[config.mk]
export PLATFORM = sky130hd
export DESIGN_NAME = register_file
export DESIGN_NICKNAME = d
export VERILOG_FILES = /design/src/rtl/register_file.sv
export SDC_FILE = /design/constraint.sdc
export NUM_CORES = 2
export LEC_CHECK = 0
export CAP_MARGIN = 10
export CORE_MARGIN = 1.5
export CORE_UTILIZATION = 43
export DETAILED_ROUTE_END_ITERATION = 8
export SYNTH_ARGS = -nofsm -noshare
export SYNTH_HDL_FRONTEND = slang
export SYNTH_SLANG_ARGS = --single-unit
[constraint.sdc]
create_clock -name clk -period 4.6 [get_ports clk]
set_input_delay 0.92 -clock clk [delete_from_list [all_inputs] [get_ports clk]]
set_output_delay 0.92 -clock clk [all_outputs]
set_load 0.01 [all_outputs]
[src/rtl/register_file.sv]
// 32x32 register file with power-on clear sweep, write-through bypass on both
// read ports, an unbypassed debug read port and a saturating write counter.
module register_file (
  input  logic        clk,
  input  logic        rst,
  input  logic [4:0]  read_reg1,
  input  logic [4:0]  read_reg2,
  output logic [31:0] read_data1,
  output logic [31:0] read_data2,
  input  logic [4:0]  write_reg,
  input  logic [31:0] write_data,
  input  logic        RegWrite,
  output logic        ready,
  input  logic [4:0]  dbg_addr,
  output logic [31:0] dbg_data,
  output logic [15:0] write_count
);

  typedef enum logic {CLEAR, READY} state_t;

  state_t      state;
  logic [4:0]  clr_idx;
  logic [31:0] regs [32];
  logic        wr_en;
  logic        rd_ok;

  assign wr_en = (state == READY) && RegWrite && (write_reg != '0);
  assign rd_ok = ready && !rst;

  always_ff @(posedge clk) begin
    if (rst) begin
      state       <= CLEAR;
      clr_idx     <= '0;
      ready       <= 1'b0;
      write_count <= '0;
    end else begin
      case (state)
        CLEAR: begin
          clr_idx <= clr_idx + 5'd1;
          if (clr_idx == 5'd31) begin
            state <= READY;
            ready <= 1'b1;
          end
        end
        READY: begin
          if (wr_en && (write_count != '1))
            write_count <= write_count + 16'd1;
        end
        default: state <= CLEAR;
      endcase
    end
  end

  // Array has no reset; the sweep zeroes it one entry per cycle instead.
  always_ff @(posedge clk) begin
    if (!rst) begin
      if (state == CLEAR)
        regs[clr_idx] <= '0;
      else if (wr_en)
        regs[write_reg] <= write_data;
    end
  end

  always_comb begin
    read_data1 = '0;
    read_data2 = '0;
    dbg_data   = '0;
    if (rd_ok) begin
      if (read_reg1 != '0)
        read_data1 = (wr_en && write_reg == read_reg1) ? write_data : regs[read_reg1];
      if (read_reg2 != '0)
        read_data2 = (wr_en && write_reg == read_reg2) ? write_data : regs[read_reg2];
      if (dbg_addr != '0)
        dbg_data = regs[dbg_addr];
    end
  end

endmodule

[Yosys cells after proc, flatten, opt, wreduce, memory -nomap -nowiden]
Memories as Yosys holds them, arrays and structs flattened.
Index checks and enable logic that the tools add are counted.
Storage, ports and cells
  memories kept: 1
  register bits: 23
  word-level logic and storage cells: 46
  output and inout bits: 113
  RAM bits: 1024
Operators by class
  equality and inequality tests: 4
  reduce and logical (&&, ||, !) cells: 14
  add/sub/neg operators: 2
  bitwise gates (word level): 1
  mux-type cells: 20
Memories
  regs: depth 32, bits a word 32, rd ports 3, clocked after memory_dff 0, wr ports 1, line 23  | logic [31:0] regs [32];
Operators with widths (count)
  $mux 32: 9
  $reduce_or 32->1: 1
  $reduce_bool 5->1: 4
  $add 16x1->16 const B: 1
  $ne 16x16->1 const B: 1
  $eq 5x5->1: 2
  $mux 1: 10
  $logic_and 1x1->1: 6
  $add 5x1->5 const B: 1
  $eq 5x5->1 const B: 1
  $mux 5: 1
  $reduce_and 2->1: 2
  $logic_not 1->1: 1
  $not 1->1: 1

[Longest topological paths before layout]
  depth after elaboration: 8
  gate-level depth with buffers: 9
  mapped depth without buffers: 6

[Least setup slack after synthesis]
Ideal clock, no wire load.
  path type: input-to-reg
  start: in write_reg[2]
  end: mem regs[0][0] (enable)
  data required time: 4.179 ns
  stages on the path: 7
  path buffers: 2
  path slack: 0.433 ns
  arrival time: 3.746 ns
  cells stage by stage: buf_2 > nor4_4 > a211oi_1 > buf_4 > mux2i_1 > nand2_1 > nor2_1
On the way
  longest elaborated chain between the ends: 8
RTL lines
  start: declaration: line 10  | input logic [4:0] write_reg,
  $reduce_bool 5->1: line 27  | assign wr_en = (state == READY) && RegWrite && (write_reg != '0);
  $logic_and 1x1->1: line 27
  $mux 1: line 59  | else if (wr_en)
  $mux 1: line 57  | if (state == CLEAR)
  $mux 1: line 56  | if (!rst) begin
  $mux 1 (not written as such): line 60  | regs[write_reg] <= write_data;
  $reduce_or 32->1 (no source line)
  $mux 5 (no source line) / $mux 1 (equally long branches)
  end: declaration: line 23
Parallel ways exist; a longest one is shown, timed or not.

[Worst setup path in the final report]
  start: in write_reg[4]
  end: out read_data1[30]
On the way
  longest elaborated chain between the ends: 6
RTL lines
  $reduce_bool 5->1: line 27
  $logic_and 1x1->1: line 27
  $logic_and 1x1->1 (*): line 70  | read_data1 = (wr_en && write_reg == read_reg1) ? write_data : regs[read_reg1];
  $mux 32 (*): line 70
  $mux 32 (*): line 69  | if (read_reg1 != '0)
  $mux 32 (*): line 68  | if (rd_ok) begin
  end: declaration: line 8  | output logic [31:0] read_data1,
Every way passes the cells marked *; elsewhere a longest branch is shown, timed or not.

==> impl_results.md <==
* Initial antenna violation count at 1
* Gr ovfl total at 0
* Status: finished, violations left
* Starting Density at 0.432
* Most common cell after layout, fill and taps aside: edfxtp_1
* Post-DRT Antenna Nets at 0
* Fmax at 217 MHz
* Worst Skew at 0.0264 ns
* Commonest non-fill, non-tap cells in the layout: edfxtp_1 (1024), mux4_2 (676), buf_4 (285)
* Flop pwr share at 0.479
* Area grow syn2layout at 19.5%
* Hold Vio Cnt, Final at 0
* Synthesis Warnings at 0
* Leak Pwr at 20.8 nW
* Pwr per Cell Area at 317 nW/um2
* Avg Cell Area, Syn at 17.2 um2
* Clock power frac at 0.422
* GRT Util Overall at 0.322
* Fillers at 10800
* CTS tree: yes
* Post-synth EDFFs at 1024
* Residual DRC at 0
* Yosys reg bits at 1047
* Die area at 136000 um2
* Root Buffer: clkbuf_16
* Max VDD drop at 0.351 mV
* Die Y-Extent at 369 um
* Gpl congestion at 0.898
* Setup-failing EPs final at 1
* Slew HR at 0.521
* Port buffer count at 167
* Failing checks: negative setup slack
* Syn nets at 3401
* Largest net degree at the start of global routing at 49
* Synthesized area at 57500 um2
* Die W at 369 um
* Net count, final at 3785
* Maximum clock insertion buffer count at 3
* CP Capture Type: primary output
* Post-synthesis sequential area ratio at 0.543
* Net Sw Power at 5.28 mW
* Distinct cell type count after synthesis at 53
* CTS HTree Levels at 3
* CTS Buf Count at 117
* Fin worst setup slack at -0.00604 ns
* Max-Cap Viols at 0
* Synth area leader: edfxtp_1
* WP data arrival at 3.69 ns
* Iteration-0 DRC Markers at 5848
* Post-synth ARST share at 0
* Period utilization at 1.00
* Yosys top cell area share at 0.535
* Hold crit path type: flop to flop
* Vias at 39900
* Fin area at 68700 um2
* Final WL at 220 mm
* Crit-path max FO at 11
* Global-route wire length before repair at 305 mm
* CP startpoint kind: input pin
* Switching Share at 0.242
* Worst-margin pin slew at 0.713 ns
* Row Count at 134
* Vias in the first global route at 38800
* Gate power share at 0.099
* Detail-routed via count per cell at 7.13
* # IOs at 168
* Max Transition Viols Final at 0
* Core Box Area at 133000 um2
* Cells after Synth at 3343
* CTS Hold Bufs at 0
* Power Total at 21.8 mW
* Share of cells above drive strength 1 at 0.372
* Data required time of the worst path at 3.68 ns
* Internal power at 16.5 mW
* Ys flop type: edfxtp_1
* Clk_lat worst skew at 0.75 ns
* Worst hold slack at 0.582 ns
* CTS clk-pin slew, worst paths at 0.05 ns
* WS Path Type: input pin to primary output
* Minimum clock period at 4.61 ns
* Placed wire-length estimate at 140 mm
* Post-DP Area at 64900 um2
* Num Clock Sinks at 1047
* Pre-antenna DRT Iters at 7
* RSZ-0062 raised after global routing: yes
* Largest cells by area after synthesis: edfxtp_1 (53%), mux4_2 (26%), mux2i_1 (4.9%), o221ai_1 (1.7%), o22ai_1 (1.7%)
* Average wire per standard cell at 39.3 um
-- power groups by stage --
stage / clock (mW) / sequential [mW] / combinational, mW
finish: 9.20 / 10.4 / 2.16
global route: 9.60 / 10.4 / 2.22
CTS: 9.26 / 10.4 / 2.13
detailed placement: 0 / 10.6 / 2.12
global placement: 0 / 10.6 / 2.13
floorplan: 0 / 10.6 / 1.23
-- metal layers --
layer,vias to the layer above,part of all wire,global-route usage
li1,15400,-,-
met1,21000,0.38,0.439
met2,2961,0.46,0.488
met3,500,0.12,0.0832
met4,0,0.045,0.141
met5,-,0,0
-- kinds of logic after synthesis --
kind of cell,count (synthesis),synth area share
compound gates,523,0.0650
xor+xnor,23,0.00350
fa+ha+maj,3,0.000653
buf+inv,324,0.0283
flops,1047,0.543
mux,1013,0.325
simple gates,410,0.0353
-- through the flow --
stage / setup slack, ns / TNS (ns) / instances / utilization
4_1_cts: 0.00519 / 0 / 5586 / 0.515
3_3_place_gp: -0.179 / -0.472 / 5375 / 0.488
5_1_grt: -0.0716 / -0.328 / 5587 / 0.516
2_1_floorplan: 0.433 / 0 / 3343 / -
6_report: -0.00604 / -0.00604 / 5594 / 0.516
3_5_place_dp: -0.211 / -0.653 / 5375 / 0.488
-- worst paths after layout --
check / start / end / slack [ns] / depth (start not counted)
worst max-delay path: write_reg[4] / read_data1[30] / -0.006 / 9
worst min-delay path: clr_idx[0] / clr_idx[0] / 0.58 / 2
worst max register to register: state / regs[17][17] / 1.39 / 7
worst min register to register: clr_idx[0] / clr_idx[0] / 0.58 / 2
-- repair_timing --
action | 4_1_cts | 5_1_grt
setup buffers | 0 | 1
resized for setup | 10 | 24
pin swaps | 2 | 1
setup endpoints to repair | 15 | 38
-- state kept, by name, summed over array words and instances, names as in the netlist --
register and cells:
regs 1024, state 1, clr_idx 5, write_count 16, ready 1
-- cell usage after synthesis, types with 4 or more instances --
cell type and n:
edfxtp_1 1024, mux4_2 676, mux2i_1 282, o22ai_1 154, clkbuf_1 127, buf_2 110
o221ai_1 110, nor2_1 102, a21oi_1 89, nand2_1 72, mux2_2 55, nand3_1 53
nor3_1 50, a211o_1 45, a211oi_1 38, and2_1 34, nor4_1 33, o21ai_1 33
buf_4 29, buf_1 26, dfxtp_1 23, buf_6 22, nand2b_1 21, xnor2_1 20
nor2b_1 17, a221o_1 11, a221oi_1 8, o21bai_1 8, o221a_2 8, or3_1 8
or2_2 7, inv_1 6, a32oi_1 4, and3_1 4, nand4_1 4
-- cell type report --
class	instances	area (um2)	share of cell area
diodes	7	17.5	0.000255
clock buffers	136	3040	0.0442
clock inverters	75	649	0.00945
inverters	9	33.8	0.000491
multi-input cells	1972	25100	0.366
flip-flops and latches	1047	31200	0.454
well taps	1768	2210	0.0322
repair buffers	580	6430	0.0936
-- worst max-delay path, cell delays in order --
cell and delay (ns):
clkdlybuf4s50_1 0.56, buf_4 0.17, xnor2_1 0.13, nand3_2 0.17, buf_4 0.18, nor4_4 0.27
buf_4 0.33, a211o_1 0.31, clkdlybuf4s50_1 0.61
No activity file was read; power rests on OpenSTA's default activity.
